File: src/rtl/fir_interp_ctrl_pkg.sv
// fir_interp_ctrl_pkg
//   Shared definitions for the polyphase FIR interpolator sequencer:
//   - sequencer state encodings (ST_IDLE / ST_LOAD / ST_RUN)
//   - helpers that derive the stored-coefficient count (NC), the taps per
//     phase (T) and a safe counter width from the filter parameters.
package fir_interp_ctrl_pkg;

  typedef enum logic [1:0] {
    ST_IDLE = 2'd0,
    ST_LOAD = 2'd1,
    ST_RUN  = 2'd2
  } state_e;

  // Half-symmetric storage: only (ORD+1)/2 coefficients are kept.
  function automatic int num_coeffs(input int ord);
    return (ord + 1) / 2;
  endfunction

  // Taps evaluated per polyphase phase.
  function automatic int taps_per_phase(input int ord, input int m);
    return (ord + 1) / m;
  endfunction

  // Width of a counter over 0..modulus-1; never narrower than one bit.
  function automatic int cnt_width(input int modulus);
    return (modulus > 1) ? $clog2(modulus) : 1;
  endfunction

endpackage

File: src/rtl/fir_interp_ctrl_mod_cnt.sv
// mod_cnt
//   Modulo-MOD up counter with enable, synchronous clear and a wrap flag.
//   The wrap back to zero is an explicit compare against MOD-1, so MOD need
//   not be a power of two.
// Ports:
//   clk   in   clock
//   rst   in   asynchronous active-high reset
//   en    in   advance the count by one
//   clr   in   synchronous clear to 0 (takes priority over en)
//   cnt   out  current count, 0..MOD-1
//   wrap  out  high in the cycle the count advances from MOD-1 to 0
module mod_cnt #(
  parameter int MOD = 8,
  parameter int W   = 3
) (
  input  logic         clk,
  input  logic         rst,
  input  logic         en,
  input  logic         clr,
  output logic [W-1:0] cnt,
  output logic         wrap
);

  localparam logic [W-1:0] LAST = W'(MOD - 1);
  localparam logic [W-1:0] ONE  = W'(1);

  logic [W-1:0] cnt_q;
  logic [W-1:0] cnt_d;

  // Next count and wrap flag.
  always_comb begin
    cnt_d = cnt_q;
    wrap  = 1'b0;
    if (clr) begin
      cnt_d = '0;
    end else if (en) begin
      if (cnt_q == LAST) begin
        cnt_d = '0;
        wrap  = 1'b1;
      end else begin
        cnt_d = cnt_q + ONE;
      end
    end else begin
      cnt_d = cnt_q;
    end
  end

  // Count register.
  always_ff @(posedge clk or posedge rst) begin
    if (rst) begin
      cnt_q <= '0;
    end else begin
      cnt_q <= cnt_d;
    end
  end

  assign cnt = cnt_q;

endmodule

File: src/rtl/fir_interp_ctrl.sv
// fir_interp_ctrl
//   Sequencer for the polyphase FIR interpolator. On start it streams the
//   half-symmetric coefficient set from a synchronous ROM into the filter's
//   coefficient port, then runs the fixed sample schedule: one input strobe
//   per M output periods, one D-clock output period per phase, a T-cycle MAC
//   window and an output strobe in every period.
// Ports:
//   clk, rst              clock, asynchronous active-high reset
//   start                 one-cycle request: (re)load coefficients, then run
//   rom_addr / rom_data   ROM read port (data valid one cycle after address)
//   c_we / c_addr / c_in  coefficient write port of the filter
//   loaded                coefficients complete, schedule running
//   in_stb                filter captures a new input sample
//   phase                 current polyphase phase
//   mac_en / tap_idx      MAC window and tap within the phase
//   out_stb               filter output for `phase` is final
// All outputs are decoded from registered state; c_in passes rom_data
// through only while the registered write stage is active.
module fir_interp_ctrl
  import fir_interp_ctrl_pkg::*;
#(
  parameter  int ORD        = 255,
  parameter  int M          = 8,
  parameter  int D          = 100,
  parameter  int COEFF_SIZE = 16,
  localparam int NC         = num_coeffs(ORD),
  localparam int T          = taps_per_phase(ORD, M),
  localparam int AW         = $clog2(NC),
  localparam int PW         = $clog2(M),
  localparam int TW         = $clog2(T)
) (
  input  logic                  clk,
  input  logic                  rst,
  input  logic                  start,
  output logic [AW-1:0]         rom_addr,
  input  logic [COEFF_SIZE-1:0] rom_data,
  output logic                  c_we,
  output logic [AW-1:0]         c_addr,
  output logic [COEFF_SIZE-1:0] c_in,
  output logic                  loaded,
  output logic                  in_stb,
  output logic [PW-1:0]         phase,
  output logic                  mac_en,
  output logic [TW-1:0]         tap_idx,
  output logic                  out_stb
);

  localparam int SW = cnt_width(D);
  localparam int LW = AW + 1;  // load counter must reach NC itself

  localparam logic [LW-1:0] NC_L   = LW'(NC);
  localparam logic [LW-1:0] ONE_L  = LW'(1);
  localparam logic [AW-1:0] LAST_A = AW'(NC - 1);
  localparam logic [SW-1:0] ONE_S  = SW'(1);
  localparam logic [SW-1:0] T_S    = SW'(T);
  localparam logic [SW-1:0] T1_S   = SW'(T + 1);

  if (((ORD + 1) % (2 * M)) != 0) begin : g_chk_div
    $error("fir_interp_ctrl: ORD+1 must be divisible by 2*M");
  end
  if (D < T + 2) begin : g_chk_d
    $error("fir_interp_ctrl: D must be at least T+2");
  end

  state_e          state_q, state_d;
  logic [LW-1:0]   lcnt_q, lcnt_d;
  logic            wr_q, wr_d;
  logic [AW-1:0]   wr_addr_q, wr_addr_d;
  logic            in_stb_q, in_stb_d;

  logic            run_s;
  logic [SW-1:0]   slot_s;
  logic            slot_wrap_s;
  logic [PW-1:0]   phase_s;
  logic            phase_wrap_s;

  assign run_s = (state_q == ST_RUN);

  // Counters are held at zero outside RUN, so RUN always starts at slot 0, phase 0.
  mod_cnt #(.MOD(D), .W(SW)) u_slot_cnt (
    .clk  (clk),
    .rst  (rst),
    .en   (run_s),
    .clr  (~run_s),
    .cnt  (slot_s),
    .wrap (slot_wrap_s)
  );

  mod_cnt #(.MOD(M), .W(PW)) u_phase_cnt (
    .clk  (clk),
    .rst  (rst),
    .en   (slot_wrap_s),
    .clr  (~run_s),
    .cnt  (phase_s),
    .wrap (phase_wrap_s)
  );

  // Next-state logic: read stage (lcnt) runs one cycle ahead of the write stage (wr).
  always_comb begin
    state_d   = state_q;
    lcnt_d    = lcnt_q;
    wr_d      = 1'b0;
    wr_addr_d = wr_addr_q;
    in_stb_d  = 1'b0;
    case (state_q)
      ST_IDLE: begin
        if (start) begin
          state_d = ST_LOAD;
          lcnt_d  = '0;
        end else begin
          state_d = ST_IDLE;
        end
      end
      ST_LOAD: begin
        if (lcnt_q < NC_L) begin
          wr_d      = 1'b1;
          wr_addr_d = lcnt_q[AW-1:0];
          lcnt_d    = lcnt_q + ONE_L;
        end else begin
          wr_d = 1'b0;
        end
        if (wr_q && (wr_addr_q == LAST_A)) begin
          state_d = ST_RUN;
        end else begin
          state_d = ST_LOAD;
        end
      end
      ST_RUN: begin
        if (start) begin
          state_d = ST_LOAD;
          lcnt_d  = '0;
        end else begin
          state_d = ST_RUN;
        end
      end
      default: begin
        state_d = ST_IDLE;
        lcnt_d  = '0;
      end
    endcase
    // Input strobe marks the first slot of phase 0: on RUN entry and after the last slot of phase M-1.
    if ((state_d == ST_RUN) && ((state_q == ST_LOAD) || phase_wrap_s)) begin
      in_stb_d = 1'b1;
    end else begin
      in_stb_d = 1'b0;
    end
  end

  // State and load-pipeline registers.
  always_ff @(posedge clk or posedge rst) begin
    if (rst) begin
      state_q   <= ST_IDLE;
      lcnt_q    <= '0;
      wr_q      <= 1'b0;
      wr_addr_q <= '0;
      in_stb_q  <= 1'b0;
    end else begin
      state_q   <= state_d;
      lcnt_q    <= lcnt_d;
      wr_q      <= wr_d;
      wr_addr_q <= wr_addr_d;
      in_stb_q  <= in_stb_d;
    end
  end

  // Output decode from registered state.
  always_comb begin
    rom_addr = '0;
    c_we     = 1'b0;
    c_addr   = '0;
    c_in     = '0;
    loaded   = 1'b0;
    in_stb   = 1'b0;
    phase    = '0;
    mac_en   = 1'b0;
    tap_idx  = '0;
    out_stb  = 1'b0;
    case (state_q)
      ST_LOAD: begin
        if (lcnt_q < NC_L) begin
          rom_addr = lcnt_q[AW-1:0];
        end else begin
          rom_addr = '0;
        end
        if (wr_q) begin
          c_we   = 1'b1;
          c_addr = wr_addr_q;
          c_in   = rom_data;
        end else begin
          c_we = 1'b0;
        end
      end
      ST_RUN: begin
        loaded  = 1'b1;
        in_stb  = in_stb_q;
        phase   = phase_s;
        out_stb = (slot_s == T1_S);
        if ((slot_s >= ONE_S) && (slot_s <= T_S)) begin
          mac_en  = 1'b1;
          tap_idx = TW'(slot_s - ONE_S);
        end else begin
          mac_en  = 1'b0;
          tap_idx = '0;
        end
      end
      default: begin
        loaded = 1'b0;
      end
    endcase
  end

endmodule

File: config.mk
export PLATFORM = sky130hd
export DESIGN_NAME = fir_interp_ctrl
export DESIGN_NICKNAME = d
export VERILOG_FILES = /design/src/rtl/fir_interp_ctrl_pkg.sv /design/src/rtl/fir_interp_ctrl_mod_cnt.sv /design/src/rtl/fir_interp_ctrl.sv
export SDC_FILE = /design/constraint.sdc
export NUM_CORES = 1
export LEC_CHECK = 0
export BUFFER_PORTS_ARGS = -buffer_cell sky130_fd_sc_hd__buf_2
export CAP_MARGIN = 25
export CORE_AREA = 2 2 85 54
export CTS_BUF_LIST = sky130_fd_sc_hd__clkbuf_8 sky130_fd_sc_hd__clkbuf_16
export DETAILED_ROUTE_END_ITERATION = 10
export DIE_AREA = 0 0 87 56
export GPL_ROUTABILITY_DRIVEN = 1
export PLACE_DENSITY = 0.7
export SLEW_MARGIN = 20
export SYNTH_ARGS = -nofsm -noshare
export SYNTH_HDL_FRONTEND = slang
export SYNTH_SLANG_ARGS = --single-unit
File: constraint.sdc
create_clock -name clk -period 2.42 [get_ports clk]
set_input_delay 0.484 -clock clk [delete_from_list [all_inputs] [get_ports clk]]
set_output_delay 0.484 -clock clk [all_outputs]
set_load 0.01 [all_outputs]
==> flow_summary_export.csv <==
group,metric,value,unit
yosys,synth.largest_area_cell,"dfrtp_1",
floorplan,initial_core_util,44.0,%
sta,hold_violations,0,
power_and_ir_drop,seq_power_share,44.4,%
route,wire_per_inst,13.9,µm
power_and_ir_drop,p_int,1030,µW
critical_path,slowest_stage,"or4b_4",
route,ant_nets,0,
min_path,hold_class,"in2async",
yosys,synth_nets,217,
sta,rsz0062_at_grt,"true",
floorplan,coreArea,4030,µm²
critical_path,worst-setup-path-type,"reg2out",
global_route,antenna_found_initial,0,
route,first_iter_violations,85,
power_and_ir_drop,pwr-share-clk,24.0,%
yosys,netlist_instances,191,
sta,drv_slew,0,
yosys,syn_area,1770,µm²
floorplan,io_pins,62,
global_route,grt_max_degree,30,
cts,path_clk_slew,60,ps
yosys,synth_warnings,0,
critical_path,path_cells,"inv_2 -> ha_1 -> or4b_4 -> a22o_4 -> nor3_2 -> buf_2",
yosys,synthTopCellsByArea,"dfrtp_1 41%, and3_1 8.5%, ha_1 4.9%, and2_1 4.6%, mux2_2 4.4%",
global_route,grt_pass1_vias,1415,
critical_path,reg2reg_setup_slack,640,ps
global_route,busiest_layer,"met1",
route,routed_wl,4310,µm
placed_design,portBuffers,61,
cts,cts-root-buf,"clkbuf_8",
cts,htree_levels,2,
critical_path,critical_path.max_fanout,6,
placed_design,place_area,2160,µm²
floorplan,fp.dieArea,4870,µm²
power_and_ir_drop,p_per_area,680,nW/µm²
placed_design,hpwlAfterDp,3130,µm
global_route,overflow,0,
sta,tightest_slew,562,ps
power_and_ir_drop,switchingPower,539,µW
cells_and_area,area_growth,29.6,%
critical_path,slowest_delay,450,ps
cells_and_area,drive_above_1_share,37.3,%
power_and_ir_drop,peakVddDrop,393,µV
global_route,grtUsageMet1,27.0,%
sta,skew,8.80,ps
critical_path,cp.required,1940,ps
cts,insertion_delay,280,ps
status,status,"completed",
sta,fmax,0.414,GHz
global_route,grt_usage,18.0,%
power_and_ir_drop,pwr-share-comb,31.6,%
placed_design,dpl.cell_count,299,
route,vias,1662,
cells_and_area,final_cell_area,2300,µm²
cells_and_area,nNetsFinal,285,
power_and_ir_drop,swShare,34.5,%
power_and_ir_drop,power_leakage,0.00123,µW
cts,clock_sinks,29,
critical_path,r2r.worst_path.cells,5,
floorplan,die_x,87,µm
floorplan,dieHeight,56,µm
critical_path,worstPathArrival,1930,ps
global_route,grt_util_met2,24.4,%
floorplan,fp-row-count,18,
sta,setup_viol,0,
cts,cts_tree,"built",
cells_and_area,num_antenna_cells,0,
yosys,synth_top_area_share,40.9,%
yosys,syn_avg_cell_area,9.29,µm²
global_route,grt_pass1_wl,6840,µm
critical_path,worst_r2r_endpoint,"u_slot_cnt.cnt[3]$_DFF_PP0_",
yosys,synth_seq_cells,29,
sta,slew_headroom,62.2,%
yosys,ys_seq_area_share,40.9,%
critical_path,r2r-start,"u_slot_cnt.cnt[0]$_DFF_PP0_",
placed_design,place.gp.congestion,0.897,
route,drt_pre_antenna_iters,4,
route,drc,0,
run,maxCapViolCount,0,
sta,fin_crit,2420,ps
cts,cts_buffer_depth,2,
global_route,met3_usage,4.01,%
sta,fin_crit_sh,99.8,%
critical_path,critPathLaunchType,"flip-flop",
power_and_ir_drop,power,1560,µW
critical_path,endpoint_kind,"output pin",
cells_and_area,instances_no_fill,310,
cells_and_area,final_util,57.0,%
cts,numCtsBuffers,5,
yosys,ys_types,39,
route,viasPerCell,5.36,
==> worst max-delay path, delay by kind of cell, from the launching register on <==
| kind | cells | cell delay (ps) |
|---|---|---|
| AO/OA/AOI/OAI | 1 | 310 |
| buffers and inverters | 2 | 220 |
| AND/OR/NAND/NOR | 2 | 610 |
| flip-flops | 1 | 390 |
| adder cells (fa/ha/maj) | 1 | 120 |
==> cells in the final DEF, fill, tap and decap left out, types with 2 or more instances in the layout <==
cell type,count
nor3_2,5
nand3_1,7
mux2_2,7
nor2_1,9
and2_1,13
nor3_1,5
nor4_1,2
inv_2,2
ha_1,7
or3_1,2
nand4_1,3
nand2b_1,5
a21oi_1,5
nand2_1,10
clkinv_2,2
dfrtp_1,29
inv_1,5
and3_1,24
a211oi_1,2
buf_4,12
o21ai_0,9
or4_1,2
buf_2,61
xnor2_1,4
clkbuf_8,5
mux2i_1,5
xor2_1,2
==> cell type report <==
| cell class | instances | area [µm²] |
|---|---|---|
| clock inverter | 3 | 13.8 |
| sequential | 29 | 726 |
| clock buffer | 5 | 68.8 |
| fill | 383 | 1730 |
| timing repair buffer | 73 | 395 |
| multi-input combinational | 144 | 1010 |
| inverter | 6 | 22.5 |
| tap | 50 | 62.6 |
==> state kept, by name, summed over array words and instances, names as in the netlist <==
signal	flops
state_q	2
wr_q	1
lcnt_q	8
wr_addr_q	7
u_phase_cnt.cnt	3
in_stb_q	1
u_slot_cnt.cnt	7
==> worst max path at each step <==
| stage | startpoint | endpoint | slack (ps) | cells after the start |
|---|---|---|---|---|
| global placement | u_slot_cnt.cnt[1]$_DFF_PP0_ | tap_idx[2] | 260 | 6 |
| detailed placement | u_slot_cnt.cnt[1]$_DFF_PP0_ | tap_idx[4] | 200 | 6 |
| CTS | u_slot_cnt.cnt[1]$_DFF_PP0_ | tap_idx[4] | 1 | 6 |
| global route | u_slot_cnt.cnt[1]$_DFF_PP0_ | tap_idx[1] | -70 | 6 |
| finish | u_slot_cnt.cnt[1]$_DFF_PP0_ | tap_idx[1] | 5 | 6 |
| floorplan | u_slot_cnt.cnt[0]$_DFF_PP0_ | tap_idx[2] | 260 | 5 |
==> power groups by stage <==
stage / combinational [µW] / clock, µW / sequential, µW
floorplan: 338 / 0 / 651
CTS: 502 / 388 / 694
finish: 494 / 375 / 695
global route: 550 / 407 / 713
global placement: 488 / 0 / 698
detailed placement: 498 / 0 / 701
==> cells by family (layout without fill, tap and decap cells) <==
logic type,after synthesis,count (layout),synth area share (%)
AO/OA/AOI/OAI,24,24,8.67
XOR/XNOR,6,6,2.96
adder cells (fa/ha/maj),7,7,4.94
buffers and inverters,18,87,4.51
flip-flops,29,29,40.9
multiplexers,12,12,7.26
AND/OR/NAND/NOR,95,95,30.7
==> synthesized netlist by cell type <==
| cell | number |
|---|---|
| nand4b_1 | 1 |
| a22o_1 | 2 |
| a211oi_1 | 2 |
| nand3_1 | 7 |
| clkbuf_1 | 7 |
| xor2_1 | 2 |
| nand2_1 | 10 |
| nand2b_1 | 5 |
| nor2b_1 | 1 |
| nand4bb_1 | 1 |
| a211o_1 | 1 |
| mux2i_1 | 5 |
| buf_6 | 1 |
| and2_1 | 13 |
| xnor2_1 | 4 |
| o31ai_1 | 1 |
| o21ai_0 | 9 |
| mux2_2 | 7 |
| ha_1 | 7 |
| nor3_1 | 10 |
| or3_1 | 2 |
| inv_1 | 6 |
| nor2_1 | 9 |
| nand3b_1 | 1 |
| and3_1 | 24 |
| nand4_1 | 3 |
| a21o_1 | 1 |
| a41o_1 | 1 |
| buf_2 | 2 |
| a32o_1 | 1 |
| clkbuf_2 | 2 |
| nor3b_1 | 2 |
| or4b_1 | 1 |
| dfrtp_1 | 29 |
| and3b_1 | 1 |
| a21oi_1 | 5 |
| or4_1 | 2 |
| nor4_1 | 2 |
| o211ai_1 | 1 |
==> repair_timing <==
item | in CTS | in global routing
setup endpoints to repair | 6 | 5
pin swaps | 1 | 5
endpoints found under the hold margin | 0 | 0
setup buffers | 1 | 2
gates resized for setup | 7 | 2
hold buffers | 0 | 0
==> metrics by stage <==
stage                     setup TNS [ps]  worst slack (ps)  hold WS, ps
final                                  0              4.88          264
after global routing                -230             -73.7          301
after CTS                              0              1.44          269
after detailed placement               0               196          522
after global placement                 0               256          512
after floorplan                        0               258          481
==> metal layers <==
| metal | routed length, µm | vias up |
|---|---|---|
| li1 | - | 820 |
| met5 | 0 | - |
| met1 | 2110 | 768 |
| met4 | 64 | 0 |
| met3 | 323 | 7 |
| met2 | 1810 | 67 |
Power figures use the tool's default switching activity.
